===== src/rtl/queue_out_arbiter.sv =====
// Packet-granular arbiter draining NUM_Q FWFT queues onto one registered valid/ready stream.
// Grant is chosen by strict priority or packet-weighted round robin and held until end-of-packet.
module queue_out_arbiter #(
    parameter int NUM_Q    = 4,
    parameter int DATA_W   = 32,
    parameter int WEIGHT_W = 4,
    localparam int QW      = (NUM_Q > 1) ? $clog2(NUM_Q) : 1
) (
    input  logic                      clk,
    input  logic                      reset_n,
    input  logic                      arb_en,
    input  logic                      arb_mode,
    input  logic [NUM_Q*WEIGHT_W-1:0] queue_weights,
    input  logic [NUM_Q-1:0]          queue_empty,
    input  logic [NUM_Q*DATA_W-1:0]   queue_data,
    input  logic [NUM_Q-1:0]          queue_eop,
    output logic [NUM_Q-1:0]          queue_rd_en,
    output logic [DATA_W-1:0]         out_data,
    output logic                      out_eop,
    output logic                      out_valid,
    input  logic                      out_rdy,
    output logic [QW-1:0]             cur_queue
);

    typedef enum logic {IDLE, XFER} state_t;

    state_t              r_state;
    logic [QW-1:0]       r_cur;
    logic [QW-1:0]       r_ptr;
    logic [WEIGHT_W-1:0] r_credit;
    logic [DATA_W-1:0]   r_data_p1;
    logic                r_eop_p1;
    logic                r_vld_p1;

    state_t              w_state_nxt;
    logic [QW-1:0]       w_cur_nxt;
    logic [QW-1:0]       w_ptr_nxt;
    logic [WEIGHT_W-1:0] w_credit_nxt;
    logic [QW-1:0]       w_sp_idx;
    logic [QW-1:0]       w_rr_idx;
    logic                w_rr_hit;
    logic [QW:0]         w_sum;
    logic                w_any;
    logic                w_pop;
    logic                w_head_eop;

    logic [DATA_W-1:0]   w_data   [NUM_Q];
    logic [WEIGHT_W-1:0] w_weight [NUM_Q];

    for (genvar g = 0; g < NUM_Q; g++) begin : g_unpack
        assign w_data[g]   = queue_data[g*DATA_W +: DATA_W];
        assign w_weight[g] = queue_weights[g*WEIGHT_W +: WEIGHT_W];
    end

    // Credit left after the first packet of a new turn; a zero weight still earns one packet.
    function automatic logic [WEIGHT_W-1:0] credit_load(input logic [WEIGHT_W-1:0] w);
        return (w == '0) ? '0 : w - WEIGHT_W'(1);
    endfunction

    assign w_any      = |(~queue_empty);
    assign w_head_eop = queue_eop[r_cur];
    assign w_pop      = (r_state == XFER) && !queue_empty[r_cur] && (!r_vld_p1 || out_rdy);

    always_comb begin
        w_sp_idx = '0;
        for (int i = NUM_Q - 1; i >= 0; i--) begin
            if (!queue_empty[i]) w_sp_idx = QW'(i);
        end
    end

    // Round-robin search starts after the pointer and wraps back onto it last.
    always_comb begin
        w_rr_idx = r_ptr;
        w_rr_hit = 1'b0;
        w_sum    = '0;
        for (int k = 1; k <= NUM_Q; k++) begin
            w_sum = {1'b0, r_ptr} + (QW+1)'(k);
            if (w_sum >= (QW+1)'(NUM_Q)) w_sum = w_sum - (QW+1)'(NUM_Q);
            if (!w_rr_hit && !queue_empty[w_sum[QW-1:0]]) begin
                w_rr_hit = 1'b1;
                w_rr_idx = w_sum[QW-1:0];
            end
        end
    end

    always_comb begin
        w_state_nxt  = r_state;
        w_cur_nxt    = r_cur;
        w_ptr_nxt    = r_ptr;
        w_credit_nxt = r_credit;
        case (r_state)
            IDLE: begin
                if (arb_en && w_any) begin
                    w_state_nxt = XFER;
                    if (!arb_mode) begin
                        w_cur_nxt = w_sp_idx;
                    end else if (!queue_empty[r_ptr] && (r_credit != '0)) begin
                        w_cur_nxt    = r_ptr;
                        w_credit_nxt = r_credit - WEIGHT_W'(1);
                    end else begin
                        w_cur_nxt    = w_rr_idx;
                        w_ptr_nxt    = w_rr_idx;
                        w_credit_nxt = credit_load(w_weight[w_rr_idx]);
                    end
                end
            end
            XFER: begin
                if (w_pop && w_head_eop) w_state_nxt = IDLE;
            end
            default: w_state_nxt = IDLE;
        endcase
    end

    always_ff @(posedge clk or negedge reset_n) begin
        if (!reset_n) begin
            r_state  <= IDLE;
            r_cur    <= '0;
            r_ptr    <= '0;
            r_credit <= '0;
        end else begin
            r_state  <= w_state_nxt;
            r_cur    <= w_cur_nxt;
            r_ptr    <= w_ptr_nxt;
            r_credit <= w_credit_nxt;
        end
    end

    // p1: popped head word registered towards the egress datapath
    always_ff @(posedge clk or negedge reset_n) begin
        if (!reset_n) begin
            r_data_p1 <= '0;
            r_eop_p1  <= 1'b0;
            r_vld_p1  <= 1'b0;
        end else if (w_pop) begin
            r_data_p1 <= w_data[r_cur];
            r_eop_p1  <= w_head_eop;
            r_vld_p1  <= 1'b1;
        end else if (out_rdy) begin
            r_vld_p1  <= 1'b0;
        end
    end

    assign queue_rd_en = w_pop ? (NUM_Q'(1) << r_cur) : '0;
    assign out_data    = r_data_p1;
    assign out_eop     = r_eop_p1;
    assign out_valid   = r_vld_p1;
    assign cur_queue   = r_cur;

endmodule


===== config.mk =====
export PLATFORM = sky130hd
export DESIGN_NAME = queue_out_arbiter
export DESIGN_NICKNAME = d
export VERILOG_FILES = /design/src/rtl/queue_out_arbiter.sv
export SDC_FILE = /design/constraint.sdc
export NUM_CORES = 1
export LEC_CHECK = 0
export BUFFER_PORTS_ARGS = -buffer_cell sky130_fd_sc_hd__buf_2
export CORE_MARGIN = 2
export CORE_UTILIZATION = 46
export DETAILED_ROUTE_END_ITERATION = 16
export GPL_ROUTABILITY_DRIVEN = 0
export PLACE_DENSITY_LB_ADDON = 0.08
export SYNTH_ARGS = -nofsm -noshare
export SYNTH_HDL_FRONTEND = slang
export SYNTH_SLANG_ARGS = --single-unit

===== constraint.sdc =====
create_clock -name clk -period 4.1 [get_ports clk]
set_input_delay 0.615 -clock clk [delete_from_list [all_inputs] [get_ports clk]]
set_output_delay 0.615 -clock clk [all_outputs]
set_load 0.01 [all_outputs]

Word level (Yosys, flattened, before mapping)
Cells that the tools add are included.
Operators by class
  shift operators: 1
  reductions and logical operators: 23
  add/subtract/negate cells: 10
  bitwise gates (word level): 4
  mux-type cells: 45
  $lt $le $gt $ge: 12
Operators with widths (count)
  binary-select mux 32 bit (select 2 bit): 1
  two-way mux 32 bit: 2
  two-way mux 2 bit: 14
  two-way mux 4 bit: 5
  greater-or-equal comparator 3 bit, second input constant: 6
  less-than comparator 2 x 3 -> 1 bit, second input constant: 6
  binary-select mux 1 bit (select 2 bit): 7
  two-way mux 1 bit: 14
  binary-select mux 4 bit (select 2 bit): 1
  logical AND 1 bit: 8
  zero test 1 bit: 8
  subtractor 2 x 1 -> 2 bit, second input constant: 4
  subtractor 4 x 1 -> 4 bit, second input constant: 2
  adder 2 x 2 -> 3 bit, second input constant: 2
  inverter 2 -> 3 bit: 2
  zero test 4 bit: 1
  inverter 4 bit: 1
  nonzero test 4 bit: 1
  OR reduction 4 bit: 1
  left shift 1 x 2 -> 4 bit, first input constant: 1
  adder 2 x 1 -> 3 bit, second input constant: 1
  adder 2 x 3 -> 3 bit, second input constant: 1
  AND reduction 3 bit: 1
  case mux 1 bit (2 select lines): 1
  other kinds (4): 4
Storage, ports and cells
  register bits: 43
  output and inout bits: 40
  input bits: 157
  logic and storage cells: 102

Longest topological paths before layout
Gate-level depths: netlist of run 1.
  depth after elaboration: 21
  mapped depth: 9
  mapped depth without buffers: 8

Worst setup path after synthesis of run 1
OpenSTA, ideal clock, no wires.
  path type: in2out
  from: in queue_empty[0]
  to: out queue_rd_en[0]
  cell stages on the path: 6
  path slack: 1.204 ns
  data required time: 3.485 ns
  arrival time: 2.281 ns
  path buffers: 2
  cell sequence: buf_2 -> mux4_2 -> nand2b_1 -> a21oi_2 -> buf_2 -> nor3b_1
On the way
  word-level cells in the longest chain between the ends: 6
RTL lines
  start: declaration: line 14  | input logic [NUM_Q-1:0] queue_empty,
  binary-select mux 1 bit (select 2 bit): line 62  | assign w_pop = (r_state == XFER) && !queue_empty[r_cur] && (!r_vld_p1 || out_rdy);
  two-way mux 1 bit (implied by the code): line 62
  zero test 1 bit: line 62
  logical AND 1 bit (2 in a row): line 62
  two-way mux 4 bit: line 143  | assign queue_rd_en = w_pop ? (NUM_Q'(1) << r_cur) : '0;
  end: declaration: line 17  | output logic [NUM_Q-1:0] queue_rd_en,
No other way between the ends. The select of a mux whose other input is x is not followed.

Worst setup path after layout of run 1
Ends and elaborated chain as after synthesis.

==> flow_metrics.env, run 1 <==
export IMPL_io_buffers=196
export IMPL_synth_most_common_cell="dfrtp_1"
export IMPL_cp_cell_sequence="buf_2 -> mux4_2 -> nand2b_1 -> a21oi_4 -> nor3b_1 -> buf_2"
export IMPL_synth_edf_count=0
export IMPL_overflow=0
export IMPL_synthAdderAreaFrac_pct=0.424
export IMPL_dieHeight_um=84.1
export IMPL_worstSkewPairLatency_ns=0.29
export IMPL_diodes=0
export IMPL_yosys_area_share_simple_pct=7.97
export IMPL_cts_made_buffers=5
export IMPL_period_share_pct=61.9
export IMPL_synth_compound_area_share_pct=11.7
export IMPL_rsz0062_at_grt="no"
export IMPL_drv_cap=0
export IMPL_synth_top_family_by_area="multiplexers"
export IMPL_clock_fmax_mhz=394
export IMPL_crit_path_start_kind="input pin"
export IMPL_slew_headroom_pct=37.0
export IMPL_post_drt_wl_per_cell_um=15.4
export IMPL_cts_root_buf="clkbuf_8"
export IMPL_tightestPinTransition_ns=0.945
export IMPL_cts_hold_buf=0
export IMPL_finalSetupViolations=0
export IMPL_synth_xor_area_share_pct=0
export IMPL_power_mw=2.75
export IMPL_synth_nets=389
export IMPL_dp_slack_ns=1.57
export IMPL_drtIter0Drc=50
export IMPL_cpMostUsedCell="buf_2"
export IMPL_finalSetupTns_ns=0
export IMPL_chipWidth_um=84.1
export IMPL_initial_core_util_pct=47.0
export IMPL_fillerInstances=544
export IMPL_cts_resized_gates=0
export IMPL_place_inst=491
export IMPL_async_flop_share_pct=100
export IMPL_syn_inst=231
export IMPL_fin_util_pct=64.5
export IMPL_cp_data_arrival_time_ns=1.92
export IMPL_required_ns=3.48
export IMPL_cts_tree="done"
export IMPL_grt_pass1_wl_um=12000
export IMPL_die_area_um2=7080
export IMPL_ant_nets=0
export IMPL_grt_total_usage_pct=21.0
export IMPL_ys_flop_type="dfrtp_1"
export IMPL_outcome="finished clean"
export IMPL_io_pins=197
export IMPL_finalCriticalPeriod_ns=2.54
export IMPL_vdd_ir_drop_max_mv=0.372
export IMPL_grt_pass1_vias=2590
export IMPL_crit_type="in2out"
export IMPL_p_per_area_nw_per_um2=678
export IMPL_critPathMaxStageDelay_ns=0.45
export IMPL_vias=2737
export IMPL_drv_slew=0
export IMPL_path_delay_family="multiplexers"
export IMPL_yosys_warnings=0
export IMPL_combPwrFrac_pct=61.8
export IMPL_wirelength_um=7660
export IMPL_ys_types=46
export IMPL_ys_seq_elements=43
export IMPL_synth_mux_area_fraction_pct=39.2
export IMPL_clockBufferDepth=2
export IMPL_htree_levels=2
export IMPL_fin_skew_ns=0.00584
export IMPL_p_int_mw=1.66
export IMPL_grt_max_degree=44
export IMPL_setup_ws_ns=1.56
export IMPL_viasPerCell=5.48
export IMPL_layout_cells_non_filler=499
export IMPL_cts_sinks=43
export IMPL_p_leak_nw=1.93
export IMPL_cp_slowest_cell="mux4_2"
export IMPL_syn_area_um2=2950
export IMPL_synthTopCellsByArea="dfrtp_1, mux4_2, mux2_2"
export IMPL_rows=29
export IMPL_post_route_cell_area_um2=4050
export IMPL_synthTopCellsByCount="dfrtp_1, mux4_2, mux2_2"
export IMPL_min_path_type="in2async"
export IMPL_seqPwrFrac_pct=28.7
export IMPL_swShare_pct=39.6
export IMPL_antenna_found_initial=0
export IMPL_syn_area_per_cell_um2=12.8
export IMPL_firstDrtPassIters=4
export IMPL_hold_violations=0
export IMPL_nets=579
export IMPL_drc=0
export IMPL_p_clk_share_pct=9.5
export IMPL_switchingPower_mw=1.09
export IMPL_cp_max_fo=8
export IMPL_netlist_area_leader_share_pct=36.4
export IMPL_hpwl_um=6090
export IMPL_clk_pin_slew_ns=0.08
export IMPL_post_cts_buffers=0
export IMPL_syn_to_final_growth_pct=37.2
export IMPL_whs_ns=0.463
export IMPL_drive_gt1_share_pct=67.5
export IMPL_core_area_um2=6280
export IMPL_endpoint_kind="primary output"
export IMPL_path_buf_inv=2
export IMPL_dpl_cell_area_um2=3970
export IMPL_yosysSeqAreaShare_pct=36.4
export IMPL_yosysTopAreaCell="dfrtp_1"
==> cells by family (layout without fill, tap and decap cells) <==
family	Yosys count	after routing
adder cells (fa/ha/maj)	1	1
buffers and inverters	24	215
multiplexers	69	69
AO/OA/AOI/OAI	43	43
AND/OR/NAND/NOR	51	51
flip-flops	43	43
==> per-layer routing <==
layer | routed length (µm) | track usage (%) | vias up
met5 | 0 | 0 | -
met4 | 128 | 6.45 | 0
met3 | 505 | 4.15 | 13
met2 | 3970 | 36.8 | 110
met1 | 3050 | 26.3 | 1328
li1 | - | - | 1286
==> cell usage in the layout (no fill, tap or decap), types with 3 or more instances in the layout <==
cell type,Yosys,routed
mux2_2,33,33
a32o_1,3,3
inv_1,7,7
a21oi_1,11,11
nand2b_1,3,3
buf_2,4,196
dfrtp_1,43,42
mux4_2,34,34
nor2_1,8,8
nor3_1,5,5
o21ai_0,5,5
buf_4,4,3
nand2_1,26,26
clkbuf_8,0,5
==> area by class of cell <==
cell class | count | area, µm² | area share [%]
inverter | 8 | 32.5 | 0.803
clock inverter | 2 | 12.5 | 0.309
clock buffer | 6 | 72.6 | 1.79
multi-input combinational | 164 | 1760 | 43.4
timing repair buffer | 199 | 1000 | 24.8
tap | 77 | 96.3 | 2.38
sequential | 43 | 1080 | 26.6
==> power groups by stage <==
stage / Combinational, mW / Clock (mW) / Sequential (mW)
CTS: 1.73 / 0.272 / 0.790
global placement: 1.69 / 0 / 0.791
finish: 1.70 / 0.262 / 0.789
floorplan: 1.21 / 0 / 0.851
detailed placement: 1.72 / 0 / 0.798
global route: 1.84 / 0.285 / 0.826
==> sequential cells by signal, summed over array words and instances (netlist names) <==
signal,cells
out_valid,1
out_eop,1
r_ptr,2
r_state,1
cur_queue,2
r_credit,4
out_data,32
==> worst register-to-register path: cells and delay by family, from the launching register on <==
| kind | cells | cell delay (ns) |
|---|---|---|
| buffers and inverters | 1 | 0.08 |
| DFF | 1 | 0.54 |
| AOI/OAI and AO/OA | 3 | 0.71 |
| and+or+nand+nor | 2 | 0.90 |
==> path summary, 6_finish.rpt <==
path                                     startpoint  slack, ns  cells past startpoint                       end
max                                  queue_empty[0]       1.56                      6            queue_rd_en[0]
min                                         reset_n       0.46                      1   out_data[7]$_DFFE_PN0P_
max reg2reg                    r_ptr[1]$_DFFE_PN0P_       1.80                      6   r_credit[2]$_DFFE_PN0P_
min reg2reg                out_data[14]$_DFFE_PN0P_       0.51                      1  out_data[14]$_DFFE_PN0P_
max in group asynchronous                   reset_n       2.99                      1  cur_queue[0]$_DFFE_PN0P_
min in group clk           out_data[14]$_DFFE_PN0P_       0.51                      1  out_data[14]$_DFFE_PN0P_
Note: power is estimated with default switching activity, not from simulation.
==> run 2, diff against run 1 <==
--- a/config.mk
+++ b/config.mk
@@ -7,7 +7,7 @@
 export LEC_CHECK = 0
 export BUFFER_PORTS_ARGS = -buffer_cell sky130_fd_sc_hd__buf_2
 export CORE_MARGIN = 2
-export CORE_UTILIZATION = 46
+export CORE_UTILIZATION = 38
 export DETAILED_ROUTE_END_ITERATION = 16
 export GPL_ROUTABILITY_DRIVEN = 0
 export PLACE_DENSITY_LB_ADDON = 0.08
==> constraint.sdc (replaced) <==
create_clock -name clk -period 2.1 [get_ports clk]
set_input_delay 0.315 -clock clk [delete_from_list [all_inputs] [get_ports clk]]
set_output_delay 0.315 -clock clk [all_outputs]
set_load 0.01 [all_outputs]
==> run 2 against run 1 <==
Effect of this change: combinational power increased by 130%; critical path type is now reg2reg; routed wire length increased by 11%; power increased by 120%; design area increased by 9.5%; the flow now finishes with violations (negative setup slack); clock skew decreased by 0.0025 ns; highest routed layer unchanged; via count increased by 5.1%; die area increased by 20%; critical endpoint is now r_credit[2]$_DFFE_PN0P_; non-clock buffer count increased by 30; sequential power increased by 96%.
==> flow_metrics.env, run 2 (same netlist as run 1, synthesis figures left out) <==
export IMPL_power_mw=6.09
export IMPL_cts_made_buffers=5
export IMPL_finalSetupViolations=26
export IMPL_cts_tree="done"
export IMPL_endpoint_kind="flop"
export IMPL_initial_core_util_pct=38.8
export IMPL_vdd_ir_drop_max_mv=1.41
export IMPL_dieHeight_um=92.2
export IMPL_htree_levels=2
export IMPL_required_ns=2.32
export IMPL_io_pins=197
export IMPL_cts_sinks=43
export IMPL_post_drt_wl_per_cell_um=15.3
export IMPL_switchingPower_mw=2.27
export IMPL_p_leak_nw=2.12
export IMPL_p_clk_share_pct=10.3
export IMPL_drc=0
export IMPL_finalSetupTns_ns=-0.353
export IMPL_most_common_layout_cells="buf_2, dfrtp_1, mux4_2"
export IMPL_seqPwrFrac_pct=25.5
export IMPL_violations="negative setup slack"
export IMPL_hold_violations=0
export IMPL_hpwl_um=6800
export IMPL_rows=32
export IMPL_diodes=0
export IMPL_setup_ws_ns=-0.0570
export IMPL_drv_slew=0
export IMPL_dp_slack_ns=-0.133
export IMPL_swShare_pct=37.4
export IMPL_routed_wl_met3_um=610
export IMPL_dr_max_layer_used="met4"
export IMPL_critPathMaxStageDelay_ns=0.48
export IMPL_layout_commonest_cell="buf_2"
export IMPL_tightestPinTransition_ns=0.491
export IMPL_ant_nets=0
export IMPL_m1WireLength_um=3430
export IMPL_grt_pass1_vias=2870
export IMPL_outcome="finished, violations left"
export IMPL_grt_max_degree=39
export IMPL_period_share_pct=103
export IMPL_place_inst=533
export IMPL_cpMostUsedCell="nand2_1"
export IMPL_combPwrFrac_pct=64.2
export IMPL_finalCriticalPeriod_ns=2.16
export IMPL_drive_gt1_share_pct=72.1
export IMPL_chipWidth_um=92.2
export IMPL_largest_reg_flops=32
export IMPL_p_per_area_nw_per_um2=1370
export IMPL_overflow=0
export IMPL_crit_type="reg2reg"
export IMPL_cp_slowest_cell="dfrtp_2"
export IMPL_firstDrtPassIters=6
export IMPL_fin_skew_ns=0.00330
export IMPL_cp_max_fo=8
export IMPL_cp_data_arrival_time_ns=2.38
export IMPL_path_buf_inv=0
export IMPL_whs_ns=0.207
export IMPL_slew_headroom_pct=67.3
export IMPL_met2_length_um=4390
export IMPL_vias=2877
export IMPL_clockBufferDepth=2
export IMPL_dpl_cell_area_um2=4160
export IMPL_viasPerCell=5.19
export IMPL_fin_util_pct=58.3
export IMPL_cts_root_buf="clkbuf_8"
export IMPL_drtIter0Drc=81
export IMPL_grt_pass1_wl_um=13400
export IMPL_clk_pin_slew_ns=0.08
export IMPL_clock_fmax_mhz=464
export IMPL_io_buffers=196
export IMPL_drv_cap=0
export IMPL_die_area_um2=8490
export IMPL_p_int_mw=3.81
export IMPL_min_path_type="in2reg"
export IMPL_cp_cell_sequence="nand2_1 -> o21ai_2 -> a211oi_4 -> nand2_1 -> a32o_2 -> or4_4 -> o211ai_2"
export IMPL_path_delay_family="compound AO/OA/AOI/OAI gates"
export IMPL_syn_to_final_growth_pct=50.3
export IMPL_crit_path_start_kind="flop"
export IMPL_wirelength_um=8480
export IMPL_post_route_cell_area_um2=4440
export IMPL_antenna_found_initial=0
export IMPL_nets=610
export IMPL_worstSkewPairLatency_ns=0.29
export IMPL_grt_total_usage_pct=19.8
export IMPL_core_area_um2=7610
export IMPL_rsz0062_at_grt="yes"
export IMPL_layout_cells_non_filler=554
==> run 2: cell types whose count changed in the layout (fill, tap and decap cells not counted), sizes merged <==
| cell | change |
|---|---|
| buf | +29 |
| a211o | +1 |
| bufinv | +1 |
| clkinv | -1 |
| clkinvlp | -1 |
| dlygate4sd3 | +1 |
==> run 2: power groups by stage <==
stage	clock network [mW]	registers [mW]	logic (mW)
floorplan	0	1.66	2.39
global placement	0	1.53	3.61
detailed placement	0	1.56	3.64
CTS	0.643	1.54	3.90
global route	0.686	1.62	4.25
finish	0.628	1.55	3.91
==> run 2: layout make-up <==
| class | count | area (µm²) |
|---|---|---|
| Fill cell | 668 | 3170 |
| Multi-Input combinational cell | 165 | 1820 |
| Timing Repair Buffer | 229 | 1270 |
| Sequential cell | 43 | 1080 |
| Tap cell | 102 | 128 |
| Clock buffer | 6 | 72.6 |
| Inverter | 8 | 32.5 |
| Clock inverter | 1 | 30.0 |
==> run 2: final timing paths <==
kind	cells after the start	slack, ns	end	from
max	7	-0.06	r_credit[2]$_DFFE_PN0P_	r_ptr[0]$_DFFE_PN0P_
min	2	0.21	out_valid$_DFFE_PN0P_	out_rdy
max reg2reg	7	-0.06	r_credit[2]$_DFFE_PN0P_	r_ptr[0]$_DFFE_PN0P_
min reg2reg	1	0.50	out_data[26]$_DFFE_PN0P_	out_data[26]$_DFFE_PN0P_
max in group asynchronous	3	1.18	cur_queue[1]$_DFFE_PN0P_	reset_n
min in group asynchronous	2	0.41	out_valid$_DFFE_PN0P_	reset_n
==> run 2: what timing repair did <==
item	in CTS	in global routing
setup buffers	10	2
hold endpoints to repair	7	0
cloned	1	0
endpoints found under the setup margin	8	8
hold buffers	1	0
resized for setup	9	6
pin swaps	7	7
==> run 2: worst register-to-register path, cell delays in order, from the launching register on <==
cell	delay, ns
dfrtp_2	0.48
nand2_1	0.11
o21ai_2	0.09
a211oi_4	0.43
nand2_1	0.12
a32o_2	0.30
or4_4	0.42
o211ai_2	0.14
==> run 2: metal layers <==
metal  GRT usage [%]  vias to the layer above
li1                -                     1346
met5               0                        -
met2            36.2                      121
met4            3.73                        0
met1            24.0                     1402
met3            4.77                        8
==> run 3, diff against run 2 <==
--- a/config.mk
+++ b/config.mk
@@ -7,7 +7,7 @@
 export LEC_CHECK = 0
 export BUFFER_PORTS_ARGS = -buffer_cell sky130_fd_sc_hd__buf_2
 export CORE_MARGIN = 2
-export CORE_UTILIZATION = 38
+export CORE_UTILIZATION = 43
 export DETAILED_ROUTE_END_ITERATION = 16
 export GPL_ROUTABILITY_DRIVEN = 0
 export PLACE_DENSITY_LB_ADDON = 0.08
==> constraint.sdc (replaced) <==
create_clock -name clk -period 2.2 [get_ports clk]
set_input_delay 0.33 -clock clk [delete_from_list [all_inputs] [get_ports clk]]
set_output_delay 0.33 -clock clk [all_outputs]
set_load 0.01 [all_outputs]
==> run 3 against run 2 <==
Effect of this change: the flow now finishes without violations; routed wire length decreased by 3.7%; worst hold slack got worse by 0.097 ns; clock power down 22%; clock-buffer cell count grew 1; die area shrank 11%; combinational power down 9.2%; critical endpoint unchanged; largest power group unchanged.
==> flow_metrics.env, run 3 (same netlist as run 1, synthesis figures left out) <==
export IMPL_outcome="finished clean"
export IMPL_io_buffers=196
export IMPL_most_common_layout_cells="buf_2, dfrtp_1, mux4_2"
export IMPL_cts_root_buf="clkbuf_8"
export IMPL_clock_fmax_mhz=469
export IMPL_endpoint_kind="flop"
export IMPL_chipWidth_um=86.9
export IMPL_largest_reg_flops=32
export IMPL_worstSkewPairLatency_ns=0.29
export IMPL_fin_util_pct=63.1
export IMPL_drc=0
export IMPL_rsz0062_at_grt="yes"
export IMPL_grt_pass1_wl_um=12400
export IMPL_wirelength_um=8170
export IMPL_drtIter0Drc=71
export IMPL_power_mw=5.50
export IMPL_finalSetupTns_ns=0
export IMPL_drv_slew=0
export IMPL_p_clk_share_pct=8.9
export IMPL_p_per_area_nw_per_um2=1300
export IMPL_required_ns=2.42
export IMPL_crit_path_start_kind="flop"
export IMPL_antenna_found_initial=0
export IMPL_period_share_pct=97.0
export IMPL_cts_made_buffers=5
export IMPL_swShare_pct=38.8
export IMPL_firstDrtPassIters=4
export IMPL_grt_max_degree=44
export IMPL_tightestPinTransition_ns=0.565
export IMPL_drv_cap=0
export IMPL_cp_cell_sequence="inv_4 -> or3_4 -> a31oi_4 -> buf_12 -> a21oi_2 -> a32o_2 -> or4_4 -> o211ai_2"
export IMPL_combPwrFrac_pct=64.5
export IMPL_finalSetupViolations=0
export IMPL_place_inst=503
export IMPL_grt_total_usage_pct=20.8
export IMPL_grt_pass1_vias=2643
export IMPL_clk_pin_slew_ns=0.08
export IMPL_cts_sinks=43
export IMPL_syn_to_final_growth_pct=43.6
export IMPL_cp_max_fo=12
export IMPL_initial_core_util_pct=43.9
export IMPL_fillerInstances=552
export IMPL_viasPerCell=5.43
export IMPL_hold_violations=0
export IMPL_ant_nets=0
export IMPL_nets=594
export IMPL_p_leak_nw=2.03
export IMPL_clockBufferDepth=2
export IMPL_finalCriticalPeriod_ns=2.13
export IMPL_slew_headroom_pct=62.3
export IMPL_worstRegToRegCells=8
export IMPL_fin_skew_ns=0.00562
export IMPL_htree_levels=2
export IMPL_layout_commonest_cell="buf_2"
export IMPL_whs_ns=0.111
export IMPL_core_area_um2=6720
export IMPL_seqPwrFrac_pct=26.6
export IMPL_min_path_type="in2async"
export IMPL_vdd_ir_drop_max_mv=0.814
export IMPL_diodes=0
export IMPL_die_area_um2=7550
export IMPL_vias=2806
export IMPL_overflow=0
export IMPL_switchingPower_mw=2.14
export IMPL_cp_slowest_cell="dfrtp_2"
export IMPL_dieHeight_um=86.9
export IMPL_cts_tree="done"
export IMPL_critPathMaxStageDelay_ns=0.45
export IMPL_crit_type="reg2reg"
export IMPL_rows=30
export IMPL_drive_gt1_share_pct=70.9
export IMPL_hpwl_um=6420
export IMPL_cp_data_arrival_time_ns=2.36
export IMPL_layout_cells_non_filler=517
export IMPL_io_pins=197
export IMPL_p_int_mw=3.37
export IMPL_post_drt_wl_per_cell_um=15.8
-- run 3: cell types whose count changed in the layout (fill, tap and decap cells not counted), sizes merged --
cell and delta:
bufinv -1, clkinv +1, buf -15, dlygate4sd3 -1
clkbuf +1, a211oi +1, a211o -1
-- run 3: worst max-delay path, delay by kind of cell, from the launching register on --
family | cells | cell delay [ns]
AND/OR/NAND/NOR | 2 | 0.76
AO/OA/AOI/OAI | 4 | 0.64
flip-flops | 1 | 0.45
buffers and inverters | 2 | 0.21
-- run 3: worst paths after layout --
kind | from | endpoint | slack [ns]
max in group asynchronous | reset_n | cur_queue[0]$_DFFE_PN0P_ | 1.67
worst max-delay path | r_ptr[1]$_DFFE_PN0P_ | r_credit[2]$_DFFE_PN0P_ | 0.07
worst min-delay path | reset_n | out_data[8]$_DFFE_PN0P_ | 0.11
worst min register to register | out_data[2]$_DFFE_PN0P_ | out_data[2]$_DFFE_PN0P_ | 0.51
worst max register to register | r_ptr[1]$_DFFE_PN0P_ | r_credit[2]$_DFFE_PN0P_ | 0.07
min in group clk | out_rdy | out_valid$_DFFE_PN0P_ | 0.23
-- run 3: per-layer routing --
| metal | track usage (%) | vias up | routed length (µm) |
|---|---|---|---|
| met5 | 0 | - | 0 |
| met4 | 5.11 | 0 | 108 |
| met3 | 3.98 | 8 | 648 |
| met2 | 36.4 | 128 | 4220 |
| met1 | 26.6 | 1355 | 3190 |
| li1 | - | 1315 | - |
-- run 3: metrics by stage --
stage	area [µm²]	setup WS (ns)
final	4240	0.0661
after floorplan	2970	0.0172
after detailed placement	4070	-0.00631
after global routing	4240	-0.0660
after global placement	4070	0.0145
after CTS	4190	0.00755
-- run 3: timing repair --
item	in CTS	in global routing
gates resized for setup	1	7
hold buffers	0	0
pin swaps	0	3
buffers inserted	3	2
setup endpoints to repair	4	8
cloned	0	1
-- run 3: layout make-up --
type,instances,area (µm²),area share (%)
Multi-Input combinational cell,165,1800,42.4
Sequential cell,43,1080,25.5
Clock buffer,7,76.3,1.80
Clock inverter,1,5.00,0.118
Timing Repair Buffer,213,1150,27.0
Inverter,8,32.5,0.767
Tap cell,80,100,2.36
-- run 3: power by group through the flow --
stage,Clock [mW],Sequential (mW),Combinational (mW)
global route,0.544,1.53,3.85
finish,0.491,1.46,3.55
CTS,0.509,1.46,3.52
detailed placement,0,1.47,3.44
global placement,0,1.46,3.40
floorplan,0,1.59,2.27
